--- src/rtl/stream_fifo.sv ---
// Synchronous valid/ready stream FIFO with first-word-fall-through output,
// arbitrary (non-power-of-two) depth, occupancy count, threshold flags and flush.
module stream_fifo #(
   parameter int DATA_WIDTH = 128,
   parameter int DEPTH      = 11,
   parameter int AF_LEVEL   = DEPTH - 2,
   parameter int AE_LEVEL   = 1,
   parameter int CNT_WIDTH  = $clog2(DEPTH + 1)
) (
   input  logic                  clk,
   input  logic                  reset,
   input  logic                  in_valid,
   input  logic [DATA_WIDTH-1:0] in_data,
   output logic                  in_ready,
   output logic                  out_valid,
   output logic [DATA_WIDTH-1:0] out_data,
   input  logic                  out_ready,
   input  logic                  flush,
   output logic [CNT_WIDTH-1:0]  count,
   output logic                  fifo_full,
   output logic                  fifo_empty,
   output logic                  almost_full,
   output logic                  almost_empty
);

   localparam int                    PTR_WIDTH = (DEPTH > 1) ? $clog2(DEPTH) : 1;
   localparam logic [PTR_WIDTH-1:0]  PTR_LAST  = PTR_WIDTH'(DEPTH - 1);
   localparam logic [CNT_WIDTH-1:0]  CNT_FULL  = CNT_WIDTH'(DEPTH);
   localparam logic [CNT_WIDTH-1:0]  AF_CNT    = CNT_WIDTH'(AF_LEVEL);
   localparam logic [CNT_WIDTH-1:0]  AE_CNT    = CNT_WIDTH'(AE_LEVEL);

   logic [DATA_WIDTH-1:0] mem_q [DEPTH];
   logic [PTR_WIDTH-1:0]  wptr_q, wptr_d;
   logic [PTR_WIDTH-1:0]  rptr_q, rptr_d;
   logic [CNT_WIDTH-1:0]  count_q, count_d;
   logic                  doWrite;
   logic                  doRead;

   // Pointers wrap explicitly at DEPTH-1 so any depth works; full/empty come from count.
   function automatic logic [PTR_WIDTH-1:0] ptrNext(input logic [PTR_WIDTH-1:0] p);
      return (p == PTR_LAST) ? '0 : p + 1'b1;
   endfunction

   assign fifo_full    = (count_q == CNT_FULL);
   assign fifo_empty   = (count_q == '0);
   assign in_ready     = !fifo_full;
   assign out_valid    = !fifo_empty;
   assign almost_full  = (count_q >= AF_CNT);
   assign almost_empty = (count_q <= AE_CNT);
   assign count        = count_q;
   assign out_data     = mem_q[rptr_q];

   assign doWrite = in_valid && in_ready;
   assign doRead  = out_valid && out_ready;

   always_comb begin
      wptr_d  = wptr_q;
      rptr_d  = rptr_q;
      count_d = count_q;
      if (flush) begin
         wptr_d  = '0;
         rptr_d  = '0;
         count_d = '0;
      end else begin
         if (doWrite) wptr_d = ptrNext(wptr_q);
         if (doRead)  rptr_d = ptrNext(rptr_q);
         case ({doWrite, doRead})
            2'b10:   count_d = count_q + 1'b1;
            2'b01:   count_d = count_q - 1'b1;
            default: count_d = count_q;
         endcase
      end
   end

   always_ff @(posedge clk or posedge reset) begin
      if (reset) begin
         wptr_q  <= '0;
         rptr_q  <= '0;
         count_q <= '0;
      end else begin
         wptr_q  <= wptr_d;
         rptr_q  <= rptr_d;
         count_q <= count_d;
      end
   end

   // Storage is deliberately left unreset; a flushed write must not land either.
   always_ff @(posedge clk) begin
      if (doWrite && !flush && !reset) begin
         mem_q[wptr_q] <= in_data;
      end
   end

endmodule

--- config.mk ---
export PLATFORM = sky130hd
export DESIGN_NAME = stream_fifo
export DESIGN_NICKNAME = d
export VERILOG_FILES = /design/src/rtl/stream_fifo.sv
export SDC_FILE = /design/constraint.sdc
export NUM_CORES = 1
export LEC_CHECK = 0
export ABC_AREA = 1
export CAP_MARGIN = 30
export CELL_PAD_IN_SITES_DETAIL_PLACEMENT = 1
export CELL_PAD_IN_SITES_GLOBAL_PLACEMENT = 2
export CORE_MARGIN = 3
export CORE_UTILIZATION = 40
export DETAILED_ROUTE_END_ITERATION = 10
export PLACE_DENSITY_LB_ADDON = 0.1
export SLEW_MARGIN = 20
export SYNTH_ARGS = -nofsm -noshare
export SYNTH_HDL_FRONTEND = slang
export SYNTH_SLANG_ARGS = --single-unit
--- constraint.sdc ---
create_clock -name clk -period 12.4 [get_ports clk]
set_clock_uncertainty 0.1 [all_clocks]
set_input_delay 2.48 -clock clk [delete_from_list [all_inputs] [get_ports clk]]
set_output_delay 2.48 -clock clk [all_outputs]
set_load 0.05 [all_outputs]
Yosys cells after proc, flatten, opt, wreduce, memory -nomap -nowiden
Memories as Yosys holds them, arrays and structs flattened.
Index checks and enable logic that the tools add are counted.
{"block": "word_totals", "word_cells": 37, "in_bits": 133, "regBits": 12, "mem_bits_rw": 1408, "n_memories": 1, "out_inout_bits": 138}
{"name": "mem_q", "depth": 11, "word_bits": 128, "rd": 1, "rd_ports_with_merged_regs": 0, "write_ports": 1, "line_no": "32", "rtl": "logic [DATA_WIDTH-1:0] mem_q [DEPTH];"}
{"block": "classes", "n_mux": 10, "addsub": 4, "order_cmp": 2, "n_reduce_logical": 12, "n_eq_ne": 5}
{"operator": "$mux W4", "count": 7}
{"operator": "$add A4 B1 Y4 const B", "count": 3}
{"operator": "$eq A4 B4 Y1 const B", "count": 3}
{"operator": "$pmux W4 S2", "count": 1}
{"operator": "$ge A4 B4 Y1 const B", "count": 1}
{"operator": "$le A4 B1 Y1 const B", "count": 1}
{"operator": "$logic_and A1 B1 Y1", "count": 4}
{"operator": "$logic_not A1 Y1", "count": 4}
{"operator": "$logic_not A4 Y1", "count": 1}
{"operator": "$reduce_bool A2 Y1", "count": 2}
{"operator": "$sub A4 B1 Y4 const B", "count": 1}
{"operator": "$reduce_bool A3 Y1", "count": 1}
{"operator": "$eq A2 B1 Y1 const B", "count": 1}
{"operator": "$eq A2 B2 Y1 const B", "count": 1}
{"operator": "$mux W1", "count": 2}

Longest topological paths before layout
Gate-level depths: netlist of the first run.
{"block": "depth", "depth_word": 7, "ltp_mapped": 10, "mapped_depth_nobuf": 9}

Worst setup path before layout of the first run
No wires, ideal clock.
{"block": "synth_timing", "kind": "input-to-reg", "start": "in reset", "end": "mem mem_q[7][0] (enable)", "path_stages": 3, "t_arrival_ns": 11.587, "path_buffers": 0, "setup_ns": 0.772, "t_required_ns": 11.528, "path_slack_ns": -0.059, "path_cell_list": "inv_1 -> nand2_1 -> nor3_1"}
{"block": "synth_between", "elab_chain_cells": 4}
{"item": "start, declared", "line_no": "11", "rtl": "input logic reset,"}
{"item": "$logic_not A1 Y1", "line_no": "89", "rtl": "if (doWrite && !flush && !reset) begin"}
{"item": "$logic_and A1 B1 Y1", "line_no": "89"}
{"item": "$mux W1", "line_no": "89"}
{"item": "$mux W1 (implied by the code)", "line_no": "90", "rtl": "mem_q[wptr_q] <= in_data;"}
{"item": "end, declared", "line_no": "32"}
No other way between the ends.

Final worst setup path of the first run
{"block": "layout_timing", "start": "reg rptr_q[0]", "end": "out out_data[17]"}
{"block": "layout_between", "elab_chain_cells": 1}
{"item": "start, declared", "line_no": "34", "rtl": "logic [PTR_WIDTH-1:0] rptr_q, rptr_d;"}
{"item": "start signal, assigned", "line_no": "82", "rtl": "rptr_q <= rptr_d;"}
{"item": "$mem_v2 Z11 W128"}
{"item": "end, declared", "line_no": "16", "rtl": "output logic [DATA_WIDTH-1:0] out_data,"}
No other way between the ends.

==> results_dict.tcl, run 1 <==
set metrics [dict create \
    nFillCells 14000 \
    min_period_over_period_pct 63.1 \
    synth.distinct_cells 25 \
    ctsResizeCount 0 \
    critPathTopFamily "buffers and inverters" \
    critical_path.cell_chain "buf_12, buf_4, buf_12, nor2_1, nor2_1, o21ai_0, nand3_1, nand3b_1, nand2_1, clkdlybuf4s50_1" \
    nets 4734 \
    drt_iter0_markers 2500 \
    dieArea_mm2 0.144 \
    grtUsageTotal_pct 21.6 \
    wl_um 158000 \
    use_met1_pct 28.9 \
    p_sw_share_pct 31.9 \
    cts_max_path_buffers 3 \
    layout-drive-gt1-share_pct 5.97 \
    max-slew-margin-rel_pct 13.6 \
    grt-ovfl-total 0 \
    cp_max_fo 200 \
    wl_per_cell_um 23.9 \
    grt_max_degree 232 \
    synth.avg_cell_area_um2 12.7 \
    drv_cap 0 \
    seq_power_share_pct 42.0 \
    cts_root_buf "clkbuf_16" \
    finalPower_mw 12.7 \
    cts_max_level 4 \
    cts_inserted_buffers 156 \
    yosysWarnings 0 \
    core_mm2 0.138 \
    grt_pass1_wl_um 235000 \
    max_stage_delay_ns 0.83 \
    drc 0 \
    cp.arrival_ns 5.25 \
    grt_antenna_before_repair 21 \
    path_clk_slew_ns 0.06 \
    final_antenna_net_count 0 \
    worstSetupPathType "reg -> out" \
    p_leak_nw 22.5 \
    power_switching_mw 4.05 \
    whs_ns 0.490 \
    startpoint "rptr_q[0]$_DFFE_PP0P_" \
    viasPerCell 5.34 \
    postCtsHoldBufs 0 \
    pwr_density_cell_mw_per_mm2 195 \
    clock-sinks 1420 \
    area_growth_pct 16.9 \
    seq_area_frac_synth_pct 76.3 \
    cp_slowest_cell "buf_4" \
    cp-end-kind "output port" \
    fp.dieH_um 380 \
    tns_ns 0 \
    hold_viol 0 \
    min_from "count[1]$_DFFE_PP0P_" \
    reg2reg_slack_ns 7.83 \
    finalMaxSlewViolations 0 \
    port_buffers 270 \
    worst-path-buf-inv 4 \
    min_path_type "reg -> reg" \
    synth-seq-cells 1420 \
    rsz0062_at_grt "no" \
    setup_viol 0 \
    grt_pass1_vias 36700 \
    tightest_slew_ns 1.30 \
    p_int_mw 8.66 \
    die_w_um 380 \
    place_congestion 0.704 \
    cts_tree "done" \
    clkPwrFrac_pct 34.5 \
    ir_worst_vdd_mv 0.208 \
    syn_area_mm2 0.0558 \
    placementRows 136 \
    period_minus_slack_ns 7.83 \
    clock.fmax_mhz 128 \
    pin_count 271 \
    rr_startpoint "count[0]$_DFFE_PP0P_" \
    cp.required_ns 9.82 \
    grt_busiest_layer "met2" \
    syn_inst 4378 \
    place_hpwl_um 77800 \
    drtPass1Iterations 5 \
    start_kind "register" \
    grt_use_met3_pct 3.31 \
    status "finished, final reports clean" \
    use_met2_pct 36.8 \
    vias 35200 \
    cts_setup_buffers 0 \
    initial_core_util_pct 40.4 \
    comb_power_share_pct 23.4 \
    insertion_delay_ns 0.76 \
    syn_nets 4517 \
]
-- sequential cells by signal, summed over array words and instances, names as in the netlist --
| name | cells |
|---|---|
| mem_q | 1408 |
| rptr_q | 4 |
| wptr_q | 4 |
| count | 4 |
-- cells in the mapped netlist --
cell | number | share of area, %
dfrtp_1 | 12 | 0.54
clkinv_1 | 2 | 0.013
nor2_1 | 535 | 3.6
inv_2 | 2 | 0.013
o211ai_1 | 225 | 3.0
nand3b_1 | 31 | 0.42
nand3_1 | 430 | 3.9
buf_1 | 30 | 0.20
o22ai_1 | 3 | 0.034
nand4_1 | 2 | 0.022
inv_1 | 18 | 0.12
o21ai_0 | 260 | 2.3
edfxtp_1 | 1408 | 76
a31oi_1 | 1 | 0.011
xnor2_1 | 2 | 0.031
a21oi_1 | 2 | 0.018
nor3_1 | 2 | 0.018
clkbuf_1 | 132 | 0.89
o21a_1 | 1 | 0.013
ha_1 | 6 | 0.13
buf_4 | 20 | 0.27
buf_6 | 4 | 0.081
xor2_1 | 2 | 0.031
buf_2 | 84 | 0.75
nand2_1 | 1164 | 7.8
-- cell type report --
| type | count | area, µm² | area share [%] |
|---|---|---|---|
| clock inverters | 82 | 510 | 0.782 |
| multi-input cells | 2666 | 12000 | 18.4 |
| repair buffers | 329 | 3380 | 5.18 |
| inverters | 22 | 108 | 0.165 |
| diodes | 6 | 15.0 | 0.0230 |
| flip-flops and latches | 1420 | 42600 | 65.3 |
| clock buffers | 203 | 4290 | 6.58 |
| well taps | 1863 | 2330 | 3.57 |
-- through the flow --
step | cell area (µm²) | util (%) | std cells | worst slack [ns]
CTS | 65100 | 47.1 | 6578 | 4.49
finish | 65200 | 47.3 | 6591 | 4.57
detailed placement | 60300 | 43.7 | 6293 | 5.31
floorplan | 55800 | - | 4378 | -0.0591
global route | 65200 | 47.3 | 6586 | 4.27
global placement | 60300 | 43.7 | 6293 | 5.32
-- logic make-up (layout without fill, tap and decap cells) --
group | Yosys count | after routing | synth area share [%]
xor gates and xnor gates | 4 | 4 | 0.0628
buffers and inverters | 292 | 636 | 2.34
DFF | 1420 | 1420 | 76.3
adders and majority gates | 6 | 6 | 0.134
and+or+nand+nor | 2164 | 2164 | 15.7
AOI/OAI and AO/OA | 492 | 492 | 5.43
other | 0 | 6 | 0
-- cell usage in the layout (no fill, tap or decap), types with 37 or more instances in the layout --
cell type	instances
buf_4	42
clkinv_1	46
o211ai_1	225
clkdlybuf4s50_1	270
edfxtp_1	1408
clkbuf_16	166
nor2_1	525
clkbuf_1	37
o21ai_0	260
nand2_1	1164
nand3_1	430
-- power by group through the flow --
stage               registers (mW)  logic, mW  clock network [mW]
floorplan                     5.44       1.96                   0
global placement              5.44       3.00                   0
detailed placement            5.44       3.01                   0
CTS                           5.34       3.03                4.49
global route                  5.34       3.25                4.69
finish                        5.34       2.98                4.39
-- worst register-to-register path, stage by stage, from the launching register on --
cell and delay, ns:
dfrtp_1 0.45, ha_1 0.28, nand3_1 0.12, nand2_1 0.12, nor2_1 0.26, nand2_1 0.22, inv_1 0.17, nand3_1 0.27
nor2_4 0.43, buf_4 0.79, buf_4 0.90
-- final timing paths --
| path | cells past startpoint | end |
|---|---|---|
| min in group asynchronous | 2 | rptr_q[3]$_DFFE_PP0P_ |
| max | 10 | out_data[17] |
| max reg2reg | 10 | mem_q[0][29]$_DFFE_PP_ |
| max in group asynchronous | 2 | rptr_q[1]$_DFFE_PP0P_ |
| min reg2reg | 2 | count[1]$_DFFE_PP0P_ |
| min | 2 | count[1]$_DFFE_PP0P_ |
-- metal layers --
metal | vias up | routed length, µm
li1 | 16100 | -
met1 | 18200 | 71300
met2 | 622 | 77100
met3 | 219 | 5900
met4 | 10 | 3380
met5 | - | 68
Note: power is estimated with default switching activity, not from simulation.
==> run 2: changes to the inputs <==
==> constraint.sdc (replaced) <==
create_clock -name clk -period 7.5 [get_ports clk]
set_clock_uncertainty 0.1 [all_clocks]
set_input_delay 1.5 -clock clk [delete_from_list [all_inputs] [get_ports clk]]
set_output_delay 1.5 -clock clk [all_outputs]
set_load 0.05 [all_outputs]
==> run 2 against run 1 <==
Compared with the run above:
- clock power rose by 63%
- first-iteration DRC count is 2.1% higher
- wire length down 3.1%
- power is 64% higher
- sequential cell count unchanged
- sequential share of layout area decreased by 0.085 points
- worst hold slack lost 0.0078 ns
- critical path depth is 1 lower
- design area increased by 0.13%
- count of clock-buffer cells in the layout rose by 5
- setup slack got worse by 3.1 ns
- register-to-register slack got worse by 4.3 ns
==> results_dict.tcl, run 2 (synthesis gave the netlist of run 1 again) <==
set metrics [dict create \
    nFillCells 13900 \
    drc 0 \
    place_hpwl_um 75200 \
    cp_max_fo 118 \
    postCtsHoldBufs 0 \
    wl_per_cell_um 23.2 \
    p_sw_share_pct 31.8 \
    mostFrequentLayoutCell "edfxtp_1" \
    finalMaxSlewViolations 0 \
    viasPerCell 5.28 \
    regMostFlops "mem_q" \
    place_congestion 0.703 \
    vias 34800 \
    wl_um 153000 \
    insertion_delay_ns 0.75 \
    tightest_slew_ns 0.994 \
    cts_max_level 4 \
    die_w_um 380 \
    fin_cells 6584 \
    final_antenna_net_count 0 \
    grt_antenna_before_repair 17 \
    layout-drive-gt1-share_pct 6.02 \
    nets 4736 \
    grt_pass1_wl_um 230000 \
    port_buffers 270 \
    fp.dieH_um 380 \
    cp_common_cell "nor2_1" \
    placedCellCount 6299 \
    status "finished, final reports clean" \
    clock.fmax_mhz 165 \
    hold_viol 0 \
    comb_power_share_pct 23.3 \
    start_kind "register" \
    initial_core_util_pct 40.4 \
    drt_iter0_markers 2553 \
    pwr_density_cell_mw_per_mm2 320 \
    grt_max_degree 189 \
    seq_power_share_pct 42.5 \
    worstSetupPathType "reg -> out" \
    startpoint "rptr_q[0]$_DFFE_PP0P_" \
    largest_reg_flops 1408 \
    ir_worst_vdd_mv 0.421 \
    p_int_mw 14.2 \
    cts_inserted_buffers 157 \
    dieArea_mm2 0.144 \
    cp.arrival_ns 4.47 \
    cts_root_buf "clkbuf_16" \
    rr_startpoint "count[0]$_DFFE_PP0P_" \
    core_mm2 0.138 \
    cts_setup_buffers 0 \
    grt_pass1_vias 36400 \
    cp-end-kind "output port" \
    min_path_type "reg -> reg" \
    drtPass1Iterations 5 \
    max-slew-margin-rel_pct 33.8 \
    path_clk_slew_ns 0.06 \
    power_switching_mw 6.64 \
    cts_max_path_buffers 3 \
    setup_viol 0 \
    max_stage_delay_ns 0.83 \
    pre_cts_slack_ns 2.15 \
    cp_slowest_cell "clkdlybuf4s50_1" \
    layout_setup_ws_ns 1.43 \
    period_minus_slack_ns 6.07 \
    clock-sinks 1420 \
    cts_tree "done" \
    grt-ovfl-total 0 \
    tns_ns 0 \
    min_period_over_period_pct 80.9 \
    rsz0062_at_grt "no" \
    area_growth_pct 17.0 \
    drv_cap 0 \
    ctsResizeCount 0 \
    mostFrequentLayoutCells "1408 x edfxtp_1, 1164 x nand2_1, 525 x nor2_1" \
    grtUsageTotal_pct 21.1 \
    clkPwrFrac_pct 34.2 \
    critical_path.cell_chain "inv_8, buf_4, nor2_1, nor2_1, o21ai_0, nand3_1, nand3b_1, nand2_1, clkdlybuf4s50_1" \
    p_leak_nw 22.5 \
    placementRows 136 \
    cp.required_ns 5.90 \
    min_from "count[1]$_DFFE_PP0P_" \
    pin_count 271 \
]
==> run 2: cell types whose count changed in the layout (fill, tap and decap cells not counted) <==
| cell | before | now |
|---|---|---|
| diode_2 | 6 | 5 |
| nor3_2 | 2 | 0 |
| buf_16 | 3 | 4 |
| nor3_4 | 0 | 2 |
| bufinv_16 | 5 | 2 |
| clkinv_1 | 46 | 35 |
| clkinvlp_4 | 2 | 1 |
| buf_4 | 42 | 32 |
| clkbuf_8 | 0 | 2 |
| inv_6 | 6 | 7 |
| clkinv_2 | 25 | 26 |
| buf_12 | 14 | 24 |
| clkinv_4 | 0 | 1 |
| clkbuf_1 | 37 | 40 |
==> run 2: cell type report <==
class | instances | area, µm² | share of cell area, %
inverter | 22 | 108 | 0.165
antenna | 5 | 12.5 | 0.0192
clock buffer | 208 | 4330 | 6.63
timing repair buffer | 330 | 3530 | 5.41
sequential | 1420 | 42600 | 65.2
clock inverter | 70 | 394 | 0.603
tap | 1863 | 2330 | 3.57
multi-input combinational | 2666 | 12000 | 18.4
==> run 2: power groups by stage <==
stage / logic (mW) / clock network (mW) / registers (mW)
detailed placement: 4.96 / 0 / 9.04
floorplan: 3.24 / 0 / 9.00
global route: 5.33 / 7.65 / 8.88
CTS: 4.98 / 7.33 / 8.87
finish: 4.87 / 7.14 / 8.87
global placement: 4.92 / 0 / 9.04
==> run 2: worst max-delay path, delay by kind of cell (launching register included) <==
kind | cells | cell delay (ns)
simple gates | 5 | 0.56
buf+inv | 3 | 2.10
flops | 1 | 0.78
compound gates | 1 | 0.10
==> run 2: routing by layer <==
layer	up-vias	routed length (µm)	track usage, %
li1	16100	-	-
met1	17900	69700	28.5
met2	570	73900	35.3
met3	221	6040	3.79
met4	14	3030	5.09
met5	-	91	0
==> run 2: path summary, 6_finish.rpt <==
kind	cells past startpoint	to	slack (ns)
worst max-delay path	9	out_data[26]	1.43
worst min register to register	2	count[1]$_DFFE_PP0P_	0.48
min in group asynchronous	3	count[1]$_DFFE_PP0P_	0.96
max in group asynchronous	3	rptr_q[3]$_DFFE_PP0P_	6.10
worst max register to register	10	mem_q[4][49]$_DFFE_PP_	3.53
worst min-delay path	2	count[1]$_DFFE_PP0P_	0.48
==> run 2: stage by stage <==
step	instance area, µm²	util [%]	hold WS (ns)	power [mW]
finish	65300	47.3	0.483	20.9
global route	65300	47.3	0.540	21.9
CTS	65300	47.3	0.499	21.2
detailed placement	60500	43.9	0.482	14.0
global placement	60500	43.8	0.495	14.0
floorplan	55800	-	0.489	12.2
==> variant: new RTL, settings of run 2 <==
Put one more register stage on the output `count`, with the module's reset. The value now appears one clock later. The other outputs are not delayed to match.
--- a/src/rtl/stream_fifo.sv
+++ b/src/rtl/stream_fifo.sv
@@ -47,7 +47,13 @@
    assign out_valid    = !fifo_empty;
    assign almost_full  = (count_q >= AF_CNT);
    assign almost_empty = (count_q <= AE_CNT);
-   assign count        = count_q;
+   always_ff @(posedge clk or posedge reset) begin
+      if (reset) begin
+         count <= '0;
+      end else begin
+         count <= count_q;
+      end
+   end
    assign out_data     = mem_q[rptr_q];
 
    assign doWrite = in_valid && in_ready;
Check against the original RTL: not settled (the Yosys comparison gave no result); the edit may change what the design does.
==> variant against run 2 <==
Count of clock-buffer cells in the layout down 2; worst setup slack better by 0.095 ns; cell area up 0.43%; sequential cell count up 4; sequential share of layout area down 0.12 points; register-to-register slack better by 0.38 ns; power up 1.4%; synthesized area up 0.26%; die area up 0.25%; hold slack worse by 0.093 ns; routed wire length up 3.5%; sequential power about the same; global-route usage up 0.82 points; largest cell class unchanged; highest routed layer unchanged.
==> variant: results (changes against run 2) <==
- The xor and xnor fraction of the mapped netlist area was 0.0626% (was 0.0628%).
* Mux cell area share after synthesis: 0% (unchanged)
* Post-Route WL: 158 mm (was 153 mm)
- Number of global-route vias before repair: 36800 (was 36400)
- Nets@finish: 4745 (was 4736)
- Synthesis Warnings: 0 (unchanged)
- Clock insertion delay at the later pin of the skew report: 0.76 ns
* Multi-input combinational cell area: 12000 um2 (about the same)
- The number of synthesized flops with an enable pin is 1408 (unchanged).
- The number of optimization iterations in the first detailed-route pass was 5 (unchanged).
* Data arrival time of the critical path: 4.37 ns (was 4.47 ns)
- The predominant post-synthesis flop cell was edfxtp_1 (unchanged).
- The DRC marker count from the first detailed-route iteration is 2306 (was 2553).
- Synth cell types: 27 (was 25)
- The via count normalized by instance count came to 5.30 (was 5.28).
- The cell leakage power came to 0.0225 uW (about the same).
- The filler cell count is 14000 (was 13900).
* Number of buffers created by CTS: 155 (was 157)
- The flip-flop count of the largest register after layout came to 1408 (unchanged).
- Synthesized net count: 4522 (was 4517)
- Commonest cells post-synth: edfxtp_1, nand2_1, nor2_1 (unchanged).
- Area post-placement: 60700 um2 (was 60500 um2)
- The wire length of the first global-routing pass was 239 mm (was 230 mm).
- Synthesized-area fraction occupied by ao, oa, aoi and oai cells: 5.64% (was 5.43%)
* Last weighted congestion value of the routability-driven placer: 0.720 (was 0.703)
* Class of the tightest hold or removal check: reg2reg (unchanged)
- Cells after synthesis: 4383 (was 4378)
- The delay of the slowest cell on the worst path came to 0.95 ns (was 0.83 ns).
- Synth area leaders: edfxtp_1, nand2_1, nand3_1, nor2_1, o211ai_1 (unchanged)
* Largest voltage drop on the vdd net: 0.222 mV (was 0.421 mV)
* Slowest stage cell, crit path: dfrtp_4 (was clkdlybuf4s50_1)
- The number of buffers added on ports came to 270 (unchanged).
- The peak fanout along the critical path is 55 (was 118).
* Post CTS Setup Buffer Count: 0 (unchanged)
- The largest net degree at the start of global routing came to 179 (was 189).
- The post-cts sizing count was 0 (unchanged).
* Register ranked first by flip-flop count: mem_q (unchanged)
- The number of antenna violations at the first check in global routing is 12 (was 17).
- The clock-pin slew on the worst setup and hold paths is 0.06 ns (about the same).
- Overall fraction of global-route tracks in use: 21.9% (was 21.1%)
- H-tree levels: 4 (unchanged)
- Gr ovfl total: 0 (unchanged)
* Fraction of registers with async set/reset: 1.12% (was 0.845%)
- The half-perimeter wire length after detailed placement came to 78.8 mm (was 75.2 mm).
- The layout cell share with drive strength beyond 1 was 6.18% (was 6.02%).
* Number of placed cells counting well taps: 6309 (was 6299)
* Worst-margin pin slew: 0.995 ns (was 0.994 ns)
- Longest Clk Path Bufs: 3 (unchanged)
* Post-synthesis sequential area ratio: 76.3% (about the same)
* Setup Slack @ Placement: 2.25 ns (was 2.15 ns)
- The number of vias in the routed layout came to 34900 (was 34800).
* Root buf cell: clkbuf_16 (unchanged)
* Share of synthesized cell area in full adder, half adder and majority cells: 0.134% (was 0.135%)
- Run status: complete, no violations (unchanged)
-- variant: where the power goes --
group	switching, uW	leakage [uW]	internal [uW]
sequential	77.0	0.0129	8810
combinational	3580	0.00732	1370
clock	3060	0.00234	4270
total	6720	0.0225	14400
-- variant: worst paths after layout --
path | to | startpoint | slack (ns) | depth (start not counted)
setup / recovery | out_data[64] | rptr_q[1] | 1.53 | 9
hold / removal | count[1] | count_q[1] | 0.39 | 0
setup reg to reg | mem_q[1][50] | count_q[0] | 3.91 | 9
hold reg to reg | count[1] | count_q[1] | 0.39 | 0
max in group asynchronous | rptr_q[0] | reset | 5.59 | 2
min in group asynchronous | count[3] | reset | 1.10 | 2
-- variant: routing by layer --
| layer | track usage, % | vias up | routed length (um) |
|---|---|---|---|
| li1 | - | 16100 | - |
| met1 | 29.3 | 18100 | 71400 |
| met2 | 37.9 | 527 | 78800 |
| met3 | 3.23 | 164 | 5350 |
| met4 | 4.81 | 4 | 2520 |
| met5 | 0 | - | 27 |
-- variant: layout make-up --
cell class                 count  area share (%)
inverter                      22           0.164
antenna                        6          0.0229
clock buffer                 206            6.41
multi-input combinational   2666            18.3
clock inverter                69           0.902
tap                         1863            3.55
sequential                  1424            65.1
timing repair buffer         337            5.55
-- variant: per-stage QoR --
stage,hold slack (ns),total power [uW],TNS (ns),utilization (%)
after floorplan,0.249,12300,-958.45,-
after global placement,0.367,14000,0,43.9
after detailed placement,0.388,14100,0,43.9
after CTS,0.402,21500,0,47.4
after global routing,0.424,22100,0,47.5
final,0.389,21200,0,47.5
-- variant: cell families (layout without fill, tap and decap cells) --
family                     count (synthesis)  count (layout)
adders and majority gates                  6               6
DFF                                     1424            1424
buffers and inverters                    293             634
AOI/OAI and AO/OA                        509             509
xor gates and xnor gates                   4               4
other                                      0               6
and+or+nand+nor                         2147            2147
-- variant: worst register-to-register path: stages (launching register included) --
cell and delay [ns]:
dfrtp_1 0.44, ha_1 0.28, nand3_1 0.12, nand2_1 0.13
nor2_2 0.20, nand2_1 0.26, inv_2 0.18, nand2_1 0.19
nor2_4 0.64, buf_12 0.58
